### config.mk
export PLATFORM = sky130hd
export DESIGN_NAME = icache_direct
export DESIGN_NICKNAME = d
export VERILOG_FILES = /design/src/rtl/icache_direct.sv
export SDC_FILE = /design/constraint.sdc
export NUM_CORES = 2
export LEC_CHECK = 0
export CELL_PAD_IN_SITES_DETAIL_PLACEMENT = 0
export CELL_PAD_IN_SITES_GLOBAL_PLACEMENT = 1
export CORE_MARGIN = 4
export CORE_UTILIZATION = 56
export CTS_BUF_LIST = sky130_fd_sc_hd__clkbuf_16
export CTS_CLUSTER_SIZE = 40
export DETAILED_ROUTE_END_ITERATION = 10
export PLACE_DENSITY = 0.86
export SLEW_MARGIN = 20
export SYNTH_ARGS = -nofsm -noshare
export SYNTH_HDL_FRONTEND = slang
export SYNTH_SLANG_ARGS = --single-unit
export TNS_END_PERCENT = 1
### constraint.sdc
create_clock -name i_clk -period 5.25 [get_ports i_clk]
set_clock_uncertainty 0.2 [all_clocks]
set_input_delay 0.525 -clock i_clk [delete_from_list [all_inputs] [get_ports i_clk]]
set_output_delay 0.525 -clock i_clk [all_outputs]
set_load 0.02 [all_outputs]
### src/rtl/icache_direct.sv
// icache_direct -- direct-mapped, read-only instruction cache.
//
// Sits between instruction fetch and a slow word-wide instruction memory.
// The instruction is returned combinationally on a hit. A miss stalls fetch
// while a 4-word line is refilled through a req/ack handshake.
//
// Ports:
//   i_clk, i_rst_n  clock (rising edge), synchronous active-low reset
//   i_req, i_pc     fetch request and word-aligned byte address
//   o_inst          instruction on a hit, 32'h0 otherwise
//   o_stall         fetch must hold PC and IF/ID this cycle
//   i_flush         invalidate every line
//   o_mem_req       backing-memory read request (held through the refill)
//   o_mem_addr      byte address of the word being refilled
//   i_mem_ack       i_mem_data valid this cycle
//   i_mem_data      backing-memory read data
//   o_miss_cnt      saturating miss counter
module icache_direct #(
   parameter int unsigned INDEX_BITS = 4
) (
   input  logic        i_clk,
   input  logic        i_rst_n,
   input  logic        i_req,
   input  logic [31:0] i_pc,
   output logic [31:0] o_inst,
   output logic        o_stall,
   input  logic        i_flush,
   output logic        o_mem_req,
   output logic [31:0] o_mem_addr,
   input  logic        i_mem_ack,
   input  logic [31:0] i_mem_data,
   output logic [15:0] o_miss_cnt
);

   localparam int unsigned TAG_BITS = 28 - INDEX_BITS;
   localparam int unsigned LINES    = 1 << INDEX_BITS;

   typedef enum logic {IDLE, REFILL} state_t;

   state_t                        state, state_nxt;
   logic [LINES-1:0]              valid;
   logic [TAG_BITS-1:0]           tag_mem  [LINES];
   // Data words are stored flat, addressed by {index, word offset}.
   logic [31:0]                   data_mem [LINES*4];
   logic [27:0]                   base;           // line address pc[31:4]
   logic [1:0]                    cnt;
   logic                          flush_pending;
   logic [15:0]                   miss_cnt;

   logic [INDEX_BITS-1:0]         idx;
   logic [TAG_BITS-1:0]           tag;
   logic [1:0]                    off;
   logic [INDEX_BITS-1:0]         base_idx;
   logic [TAG_BITS-1:0]           base_tag;
   logic                          hit;
   logic                          miss;
   logic                          last_ack;
   logic                          drop_line;

   assign idx      = i_pc[3+INDEX_BITS:4];
   assign tag      = i_pc[31:4+INDEX_BITS];
   assign off      = i_pc[3:2];
   assign base_idx = base[INDEX_BITS-1:0];
   assign base_tag = base[27:INDEX_BITS];

   assign hit      = (state == IDLE) && i_req && valid[idx] && (tag_mem[idx] == tag);
   assign miss     = (state == IDLE) && i_req && !hit;
   assign last_ack = (state == REFILL) && i_mem_ack && (cnt == 2'd3);
   // A flush arriving on the final ack is honoured as well, so the
   // just-filled line never survives a flush request seen during its refill.
   assign drop_line = flush_pending || i_flush;

   // Next-state and outputs
   always_comb begin
      state_nxt  = state;
      o_inst     = '0;
      o_stall    = 1'b0;
      o_mem_req  = 1'b0;
      o_mem_addr = '0;
      case (state)
         IDLE: begin
            if (hit) begin
               o_inst = data_mem[{idx, off}];
            end
            if (miss) begin
               o_stall   = 1'b1;
               state_nxt = REFILL;
            end
         end
         REFILL: begin
            o_stall    = 1'b1;
            o_mem_req  = 1'b1;
            // base has zero low nibble, so base + 4*cnt is a concatenation.
            o_mem_addr = {base, cnt, 2'b00};
            if (last_ack) begin
               state_nxt = IDLE;
            end
         end
         default: state_nxt = IDLE;
      endcase
   end

   // State register and control state
   always_ff @(posedge i_clk) begin
      if (!i_rst_n) begin
         state         <= IDLE;
         valid         <= '0;
         base          <= '0;
         cnt           <= '0;
         flush_pending <= 1'b0;
         miss_cnt      <= '0;
      end else begin
         state <= state_nxt;
         case (state)
            IDLE: begin
               if (i_flush) begin
                  valid <= '0;
               end
               if (miss) begin
                  base          <= i_pc[31:4];
                  cnt           <= '0;
                  flush_pending <= 1'b0;
                  if (miss_cnt != 16'hFFFF) begin
                     miss_cnt <= miss_cnt + 16'd1;
                  end
               end
            end
            REFILL: begin
               if (i_flush) begin
                  flush_pending <= 1'b1;
               end
               if (i_mem_ack) begin
                  cnt <= cnt + 2'd1;
               end
               if (last_ack) begin
                  flush_pending <= 1'b0;
                  if (drop_line) begin
                     valid <= '0;
                  end else begin
                     valid[base_idx] <= 1'b1;
                  end
               end
            end
            default: ;
         endcase
      end
   end

   // Tag and data arrays carry no reset; valid gates every use of them.
   always_ff @(posedge i_clk) begin
      if (i_rst_n && (state == REFILL) && i_mem_ack) begin
         data_mem[{base_idx, cnt}] <= i_mem_data;
         if (cnt == 2'd3) begin
            tag_mem[base_idx] <= base_tag;
         end
      end
   end

   assign o_miss_cnt = miss_cnt;

endmodule
==> impl_metrics.env <==
export IMPL_num_vias=46100
export IMPL_outcome="finished with violations"
export IMPL_drcViolationCount=0
export IMPL_netlist_cell_type_count=65
export IMPL_place_inst=6351
export IMPL_synth_edf_count=2432
export IMPL_dr_pass1_iters=5
export IMPL_yosysWarnings=0
export IMPL_grt_pass1_wl_microns=349000
export IMPL_synth_seq_cells=2496
export IMPL_stdcell_count=6785
export IMPL_overflow=0
export IMPL_insertion_delay_ns=0.86
export IMPL_ios=151
export IMPL_antenna_found_initial=22
export IMPL_cts_buffers=229
export IMPL_fin_crit_ns=5.09
export IMPL_die_y_microns=422
export IMPL_hp_class="in -> reg"
export IMPL_cts_tree="built"
export IMPL_drv_cap=0
export IMPL_whs_ns=-0.00737
export IMPL_peakVddDrop_uv=375
export IMPL_critPathLaunchType="register"
export IMPL_ant_nets=0
export IMPL_nFillCells=10400
export IMPL_critPathMaxFanout=34
export IMPL_vias_per_cell=6.80
export IMPL_final_hold_violation_count=4
export IMPL_synthCells=4051
export IMPL_clock_fmax_mhz=196
export IMPL_violations="hold timing"
export IMPL_post_cts_buffers=0
export IMPL_maxSlewHeadroom=0.224
export IMPL_design_core_area_sq_mm=0.170
export IMPL_htreeDepth=4
export IMPL_crit_chain="mux4_2, mux2i_1, nor2_1, a211o_1, a2111oi_2, buf_4, and4bb_2, buf_12, and3_1, clkdlybuf4s50_1"
export IMPL_synth_area_sq_mm=0.0959
export IMPL_cp_end_kind="output port"
export IMPL_synth_top_area_cell="edfxtp_1"
export IMPL_critPathKind="reg -> out"
export IMPL_synth_avg_cell_area_sq_um=23.7
export IMPL_die_area_sq_mm=0.178
export IMPL_period_share=0.970
export IMPL_rsz0062_at_grt="no"
export IMPL_required_ns=4.53
export IMPL_ys_seq_area_frac=0.775
export IMPL_cp_slowest_stage_delay_ns=0.64
export IMPL_synthArstFlopShare=0
export IMPL_cts_sinks=2496
export IMPL_io_buffers=146
export IMPL_syn2layout_area_growth_pct=13.7
export IMPL_chipWidth_microns=422
export IMPL_final_cell_area_sq_mm=0.109
export IMPL_cts_buffer_depth=3
export IMPL_ys_flop_type="edfxtp_1"
export IMPL_grt_pass1_vias=47700
export IMPL_gp_congestion=0.791
export IMPL_place_area_sq_mm=0.101
export IMPL_drt_iter0_markers=6661
export IMPL_power_density_mw_per_mm2=374
export IMPL_clkTransAtPathRegs_ns=0.06
export IMPL_dp_slack_ns=0.175
export IMPL_drive_above_1_share=0.308
export IMPL_critPathArrivalTime_ns=4.37
export IMPL_root_buffer="clkbuf_16"
export IMPL_finalMaxSlewViolations=0
export IMPL_worst_r2r_setup_slack_ns=1.13
export IMPL_dp_hpwl_microns=126000
export IMPL_start_util=0.564
export IMPL_yosysTopAreaCellShare=0.762
export IMPL_final_setup_worst_slack_ns=0.157
export IMPL_p_leak_nw=34.3
export IMPL_slowest_stage="clkdlybuf4s50_1"
export IMPL_grt_total_usage=0.275
export IMPL_fin_nets=4439
export IMPL_wl_microns=242000
export IMPL_setup_violations_final=0
export IMPL_fin_setup_tns_ns=0
export IMPL_grt_max_degree=72
export IMPL_synth_area_top_cells="edfxtp_1, mux4_2, dfxtp_1"
export IMPL_post_drt_wl_per_cell_microns=35.7
export IMPL_worst_slew_pin_slew_ns=1.16
export IMPL_row_count=151
## flip-flops by register name, indices dropped and copies added (netlist names)
name           flops
data_mem        2048
tag_mem          384
base              28
o_miss_cnt        16
valid             16
cnt                2
flush_pending      1
state              1
## cells in the mapped netlist, drive strengths merged (13+ instances only)
cell type and instances:
o21ai 32, nor2 115, nand2b 13, xor2 13, mux4 766, and3 42, buf 74, a21oi 28
a22oi 19, nand2 68, mux2i 38, edfxtp 2432, nand3 46, dfxtp 64, nor2b 15, clkbuf 151
and2 40
## per-layer routing
layer  wire [microns]  global-route usage  up-vias
met5              167                   0        -
met4            11500               0.116       24
met2           123000               0.453     3245
li1                 -                   -    18000
met1            81000               0.350    24200
met3            26800              0.0726      633
## power breakdown
group	internal, mW	switching, mW
Sequential	21.9	0.0717
Combinational	0.786	1.11
Clock	9.51	7.39
Total	32.2	8.57
## layout by cell type (no fill, tap or decap), types with 5 or more instances in the layout
cell                n
o211ai_1            5
a22o_1              5
inv_1              38
clkinvlp_4         10
nor2b_1            15
bufinv_16          30
dfxtp_1            64
xnor2_1             6
nand2_1            68
nand3_1            46
clkbuf_16         233
and2_1             40
buf_12             36
nor2_4             79
diode_2             6
clkinv_2           43
a22oi_1            19
nor4_1              6
edfxtp_1         2432
mux4_2            766
buf_4             167
xor2_1             13
clkinv_1           59
a21oi_1            28
nand2b_1           13
nor2_1             35
and4_1              6
clkdlybuf4s50_1    95
o21ai_1            30
and3_1             42
mux2i_1            38
## logic make-up after synthesis
logic type | share of synthesized area
buf+inv | 0.0102
compound gates | 0.00826
fa+ha+maj | 0.000261
other cells | 0.0000391
mux | 0.184
simple gates | 0.0199
flops | 0.775
xor+xnor | 0.00174
## cell type report
class | count | area (sq um) | area share
timing repair buffer | 310 | 3060 | 0.0281
clock buffer | 233 | 5830 | 0.0535
tap | 2218 | 2780 | 0.0255
antenna | 6 | 15.0 | 0.000138
sequential | 2496 | 74300 | 0.682
clock inverter | 191 | 1760 | 0.0161
inverter | 5 | 26.3 | 0.000241
multi-input combinational | 1326 | 21200 | 0.194
## metrics by stage
stage | util | power (mW)
floorplan | - | 23.4
global placement | 0.596 | 24.2
detailed placement | 0.596 | 24.2
CTS | 0.641 | 40.9
global route | 0.641 | 41.9
finish | 0.641 | 40.7
## repair_timing
action / CTS / global route
gates resized for setup: 2 / 0
hold buffers: 2 / 0
setup endpoints to repair: 21 / 0
hold endpoints to repair: 21 / 0
## final timing paths
path / start / to / cells past startpoint
worst max-delay path: tag_mem[7][22] / o_inst[24] / 10
worst min-delay path: i_mem_data[1] / data_mem[36][1] / 1
worst max register to register: state / data_mem[4][22] / 6
worst min register to register: valid[3] / valid[3] / 2
## critical path, delay by kind of cell, from the launching register on
| kind | cells | cell delay [ns] |
|---|---|---|
| DFF | 1 | 0.39 |
| and+or+nand+nor | 3 | 0.53 |
| buffers and inverters | 3 | 1.04 |
| AOI/OAI and AO/OA | 2 | 0.77 |
| muxes | 2 | 0.76 |
No activity file was read; power rests on OpenSTA's default activity.
